--- config.mk ---
export PLATFORM = sky130hd
export DESIGN_NAME = instr_fetch
export DESIGN_NICKNAME = d
export VERILOG_FILES = /design/src/rtl/instr_fetch.sv
export SDC_FILE = /design/constraint.sdc
export NUM_CORES = 1
export LEC_CHECK = 0
export ABC_AREA = 1
export BUFFER_PORTS_ARGS = -buffer_cell sky130_fd_sc_hd__buf_4
export CAP_MARGIN = 10
export CORE_MARGIN = 1.5
export CORE_UTILIZATION = 47
export CTS_BUF_LIST = sky130_fd_sc_hd__clkbuf_2
export CTS_CLUSTER_DIAMETER = 200
export DETAILED_ROUTE_END_ITERATION = 10
export PLACE_DENSITY = 0.79
export SETUP_SLACK_MARGIN = 0.3
export SLEW_MARGIN = 40
export SYNTH_ARGS = -nofsm -noshare
export SYNTH_HDL_FRONTEND = slang
export SYNTH_SLANG_ARGS = --single-unit
--- constraint.sdc ---
create_clock -name CLK -period 1.9 [get_ports CLK]
set_clock_uncertainty 0.1 [all_clocks]
set_input_delay 0.095 -clock CLK [delete_from_list [all_inputs] [get_ports CLK]]
set_output_delay 0.095 -clock CLK [all_outputs]
set_load 0.005 [all_outputs]
--- src/rtl/instr_fetch.sv ---
// Instruction fetch unit: owns the program counter, addresses an asynchronous
// instruction ROM and holds one fetched word for decode behind a valid/ready
// handshake. Supports jumps with flush, halt/resume and a delivered-word count.
module instr_fetch #(
  parameter int unsigned           ROM_WIDTH    = 21,
  parameter int unsigned           ADDR_WIDTH   = 16,
  parameter logic [ADDR_WIDTH-1:0] RESET_VECTOR = '0
) (
  input  logic                  CLK,
  input  logic                  RST,
  output logic [ADDR_WIDTH-1:0] ROM_ADDR,
  input  logic [ROM_WIDTH-1:0]  ROM_DATA,
  output logic [ROM_WIDTH-1:0]  INSTR,
  output logic [ADDR_WIDTH-1:0] INSTR_PC,
  output logic                  INSTR_VALID,
  input  logic                  INSTR_READY,
  input  logic                  JUMP_EN,
  input  logic [ADDR_WIDTH-1:0] JUMP_ADDR,
  input  logic                  HALT_REQ,
  input  logic                  RESUME,
  output logic                  HALTED,
  output logic [15:0]           FETCH_CNT
);

  typedef enum logic [1:0] {
    ST_IDLE   = 2'd0,
    ST_RUN    = 2'd1,
    ST_HALTED = 2'd2
  } state_t;

  state_t                state_q, state_d;
  logic [ADDR_WIDTH-1:0] pc_q, pc_d;
  logic [ROM_WIDTH-1:0]  instr_q, instr_d;
  logic [ADDR_WIDTH-1:0] instr_pc_q, instr_pc_d;
  logic                  instr_valid_q, instr_valid_d;
  logic [15:0]           fetch_cnt_q, fetch_cnt_d;

  logic accept;
  logic slot_free;

  assign accept    = instr_valid_q & INSTR_READY;
  assign slot_free = ~instr_valid_q | accept;

  // Next-state and datapath: jump beats halt, halt beats resume, resume beats fetch.
  always_comb begin
    // NOTE: every signal gets a hold default first so no path leaves it unassigned, which would infer a latch.
    state_d       = state_q;
    pc_d          = pc_q;
    instr_d       = instr_q;
    instr_pc_d    = instr_pc_q;
    instr_valid_d = instr_valid_q;
    // The count is independent of jumps and halts: every handshake counts.
    fetch_cnt_d   = fetch_cnt_q + 16'(accept);

    if (JUMP_EN) begin
      // Redirect and flush the wrong-path word; the first target word is fetched next cycle.
      pc_d          = JUMP_ADDR;
      instr_valid_d = 1'b0;
      state_d       = ST_RUN;
    end else begin
      unique case (state_q)
        ST_IDLE: begin
          state_d = ST_RUN;
        end
        ST_RUN: begin
          if (HALT_REQ) begin
            // Stop without fetching; a held word stays valid until decode takes it.
            state_d = ST_HALTED;
            if (accept) instr_valid_d = 1'b0;
          end else if (slot_free) begin
            instr_d       = ROM_DATA;
            instr_pc_d    = pc_q;
            instr_valid_d = 1'b1;
            pc_d          = pc_q + ADDR_WIDTH'(1);
          end
        end
        ST_HALTED: begin
          if (accept) instr_valid_d = 1'b0;
          if (RESUME && !HALT_REQ) state_d = ST_RUN;
        end
        default: begin
          state_d = ST_IDLE;
        end
      endcase
    end
  end

  // State register; reset drops any held word immediately.
  always_ff @(posedge CLK or posedge RST) begin
    if (RST) begin
      state_q       <= ST_IDLE;
      pc_q          <= RESET_VECTOR;
      instr_q       <= '0;
      instr_pc_q    <= '0;
      instr_valid_q <= 1'b0;
      fetch_cnt_q   <= '0;
    end else begin
      // NOTE: sequential state uses non-blocking assignment so every flop samples pre-edge values.
      state_q       <= state_d;
      pc_q          <= pc_d;
      instr_q       <= instr_d;
      instr_pc_q    <= instr_pc_d;
      instr_valid_q <= instr_valid_d;
      fetch_cnt_q   <= fetch_cnt_d;
    end
  end

  assign ROM_ADDR    = pc_q;
  assign INSTR       = instr_q;
  assign INSTR_PC    = instr_pc_q;
  assign INSTR_VALID = instr_valid_q;
  assign HALTED      = (state_q == ST_HALTED);
  assign FETCH_CNT   = fetch_cnt_q;

endmodule

### Word level (Yosys, flattened, before mapping)

Index checks and enable logic that the tools add are counted.

* register bits after elaboration: 72
* output and inout port bits: 71
* word-level logic and storage cells: 42

* add/sub/neg operators: 2
* eq/ne operators: 6
* multiplexer cells: 13
* bitwise gates (word level): 5
* reductions and logical operators: 10

Operator list (number)
* two-way mux 16 bit: 4
* adder 16 x 1 -> 16 bit: 1
* adder 16 x 1 -> 16 bit (second input constant): 1
* two-way mux 2 bit: 3
* case mux 2 bit (3 select lines): 1
* two-way mux 1 bit: 4
* inequality test 4 bit (second input constant): 1
* AND reduction 2 bit: 2
* AND reduction 4 bit: 1
* nonzero test 2 bit: 2
* inequality test 3 x 2 -> 1 bit (second input constant): 1
* inequality test 3 bit (second input constant): 1
* NOT 1 bit: 3
* AND reduction 3 bit: 1
* nonzero test 3 bit: 1
* == test 2 x 1 -> 1 bit (second input constant): 1
* == test 2 bit (second input constant): 1
* zero test 2 bit: 1
* inequality test 2 bit (second input constant): 1
* case mux 1 bit (2 select lines): 1
* bitwise AND 1 bit: 1
* logical AND 1 bit: 1
* zero test 1 bit: 1
* OR 1 bit: 1

### Longest topological paths before layout

* depth in word-level cells: 6
* depth in mapped cells: 10

### Least setup slack after synthesis

OpenSTA, ideal clock, no wires.

* kind: reg2reg
* start point: register instr_valid_q (netlist: INSTR_VALID)
* end point: register fetch_cnt_q[12] (netlist: FETCH_CNT[12])
* library setup time: 0.123 ns
* data arrival time: 1.431 ns
* data required time: 1.677 ns
* slack: 0.246 ns
* cell stages (with the launch flop): 10
* buffers on the path: 0
* cell sequence: dfrtp_1 -> nand2_1 -> inv_1 -> ha_1 -> ha_1 -> nand2_1 -> nor2_2 -> nand4_1 -> o21ai_0 -> nand2_1

* longest elaborated chain between the ends: 2

RTL lines
* start: declaration: RTL line 35 `logic instr_valid_q, instr_valid_d;`
* start signal: assignment: RTL line 103 `instr_valid_q <= instr_valid_d;`
* bitwise AND 1 bit: RTL line 41 `assign accept = instr_valid_q & INSTR_READY;`
* adder 16 x 1 -> 16 bit: RTL line 53 `fetch_cnt_d = fetch_cnt_q + 16'(accept);`
* via fetch_cnt_d[12]: RTL line 36 `logic [15:0] fetch_cnt_q, fetch_cnt_d;`
* end signal: assignment: RTL line 104 `fetch_cnt_q <= fetch_cnt_d;`
* end: declaration: RTL line 36

The timed path passes the listed nets, and every way through them passes these cells.
A chain may end at the register's enable or synchronous reset.

### Worst setup path in the final report

* start point: register instr_valid_q (netlist: INSTR_VALID)
* end point: register pc_q[2] (netlist: ROM_ADDR[2])

* longest elaborated chain between the ends: 4

RTL lines
* bitwise AND 1 bit / NOT 1 bit (equally long branches): RTL line 41, 42
* OR 1 bit (*): RTL line 42 `assign slot_free = ~instr_valid_q | accept;`
* nonzero test 2 bit (no source line) (*)
* AND reduction 3 bit (no source line) (*)
* end signal: assignment: RTL line 100 `pc_q <= pc_d;`
* end: declaration: RTL line 32 `logic [ADDR_WIDTH-1:0] pc_q, pc_d;`

Every way passes the cells marked *; elsewhere a longest branch is shown, timed or not.

==> key figures <==
STA
  – Final Max Tran Viols: 0
  – Final Hold Fails: 0
  – Slew headroom: 67.79%
  – Unrepaired setup endpoints after global routing: yes
  – Final period utilization: 88.10%
  – Final min period: 1.674 ns
  – Fmax achieved: 0.5974 GHz
  – Setup Viol. Count Final: 0
  – Setup TNS: 0 ns
  – Least-Margin Pin Slew: 0.4822 ns

Detailed routing
  – Drt drc: 0
  – WL/cell: 14.17 um
  – Drt pass-1 iters: 4
  – Remaining antenna violation count after routing: 0
  – Initial drt markers: 218
  – Vias/cell: 5.013
  – Final WL: 10020 um
  – Via count: 3544

Synth
  – Post-synth top area share: 52.19%
  – Syn nets: 469
  – Count leader, synth: nand2_1
  – Cell taking the most area after synthesis: dfrtp_1
  – Mapped cell area: 3452 um2
  – Post-Syn Instances: 422
  – Top_reg_cell synth: dfrtp_1
  – Async S/R FF share, synth: 100.0%
  – Synth area leaders: dfrtp_1 52%, nand2_1 18%, nor2_1 3.9%
  – Fraction of the yosys area taken by sequential cells: 52.19%
  – YS warnings: 0
  – Syn Area/Cell: 8.180 um2
  – Top cells by count, synth: 161 x nand2_1, 72 x dfrtp_1, 36 x nor2_1
  – EDFF count, synth: 0
  – Yosys cell types: 29
  – #FFs+latches synth: 72

Cells and area
  – Area grow syn2layout: 54.44%
  – # nets final: 650
  – Post-route cell area: 5331 um2
  – Layout cell share with drive strength beyond 1: 30.43%
  – # diodes: 0

Clock network
  – Root Buffer: clkbuf_2
  – Clock Latency Late Sink: 0.49 ns
  – CTS tree: built
  – Max Root-Sink Buffers: 2
  – CTS H-tree depth: 3
  – Sink Count: 72
  – Num CTS Buffers: 9
  – Clock transition at the registers of the reported paths: 0.22 ns

Min path
  – Min-delay worst type: in -> async

Placement
  – Dpl cell area: 4385 um2
  – Port buffer count: 113
  – GP Congestion: 0.8463
  – HPWL after detailed placement: 6234 um

Die
  – Ports: 114
  – Die W: 88.70 um
  – Die area: 7868 um2
  – Rows: 31
  – Die height: 88.70 um
  – Core Region: 7176 um2
  – Initial Util: 48.11%

GRT
  – Gr ovfl total: 0
  – GRT Util Overall: 24.19%
  – Pin count of the biggest net entering global routing: 54
  – Wire length of the first global-routing pass: 14690 um
  – Initial antenna violation count: 0
  – Vias in the first global route: 3241

Worst setup path
  – Worst R2R Path Depth: 8
  – FF-to-FF Start: INSTR_VALID$_DFFE_PP0P_
  – R2R setup slack: 0.23 ns
  – Worst Setup End Kind: register
  – R2R Path End: ROM_ADDR[2]$_DFFE_PP0P_
  – Critical Path Max Stage Delay: 0.45 ns
  – Worst endpoint required time: 2.20 ns
  – Crit-path slowest cell: dfrtp_1
  – Startpoint types: register
  – Worst-path cell chain: buf_4 > nand2_4 > nand2_2 > nor2_4 > nand2_8 > buf_12 > o22ai_1 > a21oi_1
  – WS Path Type: reg -> reg
  – Critical path fanouts, max: 18
  – Worst Path Arrival: 1.97 ns

Pwr
  – Leak Pwr: 2.789 nW
  – P per Cell Area: 950.7 nW/um2
  – VDD IR-drop max: 0.4190 mV

Run status
  – Status: finished, final reports clean

Run
  – Max-Cap Viols: 0
==> critical path: cells and delay by family (launching register included) <==
kind	cells	cell delay, ns
compound gates	2	0.20
buf+inv	2	0.35
flops	1	0.45
simple gates	4	0.47
==> stage by stage <==
step	utilization, %	power [mW]	hold WS (ns)	instances	setup slack [ns]
finish	74.30	5.068	0.05358	707	0.2261
global route	74.30	5.379	0.06836	707	0.1512
CTS	71.09	4.932	0.02862	695	0.2242
detailed placement	61.12	3.783	0.04880	626	0.1045
global placement	61.12	3.718	0.04093	626	0.2503
floorplan	-	2.892	0.1046	422	0.3085
==> registers in the layout, indices dropped and copies added, names as in the netlist <==
register,cells
FETCH_CNT,16
ROM_ADDR,16
INSTR,21
INSTR_VALID,1
state_q,2
INSTR_PC,16
==> cells in the final DEF, fill, tap and decap left out, types with 2 or more instances in the layout <==
cell,instances
nand4_1,6
nor2_4,3
nor2_1,32
nand2_2,5
a21oi_1,4
nor3_2,2
nand3b_1,2
bufinv_16,2
buf_4,126
o21ai_1,10
ha_4,3
o21ai_0,14
o211ai_1,4
clkinvlp_4,2
clkbuf_2,9
dfrtp_1,70
dfrtp_2,2
buf_12,3
nand3_2,3
xnor2_1,5
dlygate4sd3_1,48
nand2_1,157
inv_1,30
clkbuf_16,2
nor2_2,6
nand3_1,23
buf_6,3
nand2_4,3
inv_4,2
o22ai_1,2
clkinv_2,2
xor2_1,11
==> area by class of cell <==
cell class	instances	area, um2
clock buffer	9	45.04
clock inverter	7	95.09
fill	515	1844
inverter	35	152.6
multi-input combinational	302	1529
sequential	72	1804
tap	99	123.9
timing repair buffer	182	1570
timing repair inverter	1	11.26
==> power breakdown <==
group	internal, mW	leakage, nW	total (mW)	switching, mW
sequential	1.93	0.899	2.30	0.371
clock	0.438	0.0823	1.02	0.582
combinational	0.954	1.81	1.74	0.790
total	3.32	2.79	5.07	1.74
==> kinds of logic after synthesis <==
family | count (synthesis) | share of synthesized area [%]
xor+xnor | 16 | 4.059
compound gates | 38 | 6.053
flops | 72 | 52.19
fa+ha+maj | 4 | 1.450
buf+inv | 48 | 6.706
simple gates | 244 | 29.54
==> worst max-delay path by stage <==
stage          slack [ns]                       to                     from  cells past startpoint
2_1_floorplan        0.31  FETCH_CNT[12]$_DFF_PP0_  INSTR_VALID$_DFFE_PP0P_                      9
3_3_place_gp         0.25  FETCH_CNT[12]$_DFF_PP0_  INSTR_VALID$_DFFE_PP0P_                      9
3_5_place_dp         0.10  FETCH_CNT[12]$_DFF_PP0_  INSTR_VALID$_DFFE_PP0P_                      9
4_1_cts              0.22  FETCH_CNT[12]$_DFF_PP0_  INSTR_VALID$_DFFE_PP0P_                      9
5_1_grt              0.15  ROM_ADDR[2]$_DFFE_PP0P_  INSTR_VALID$_DFFE_PP0P_                      8
6_report             0.23  ROM_ADDR[2]$_DFFE_PP0P_  INSTR_VALID$_DFFE_PP0P_                      8
==> timing repair <==
item | CTS | global route
resized for setup | 15 | 33
pin swaps | 5 | 8
hold buffers | 48 | 0
gates cloned | 1 | 3
hold endpoints to repair | 114 | 0
setup endpoints to repair | 19 | 57
buffers inserted | 4 | 9
==> metal layers <==
| metal | wire (um) | vias up | track usage, % |
|---|---|---|---|
| li1 | - | 1698 | - |
| met1 | 4047 | 1666 | 30.65 |
| met2 | 5031 | 151 | 40.77 |
| met4 | 289 | 0 | 11.79 |
| met5 | 0 | - | 0 |
| met3 | 649 | 29 | 3.265 |
(Power assumes the default switching activity.)
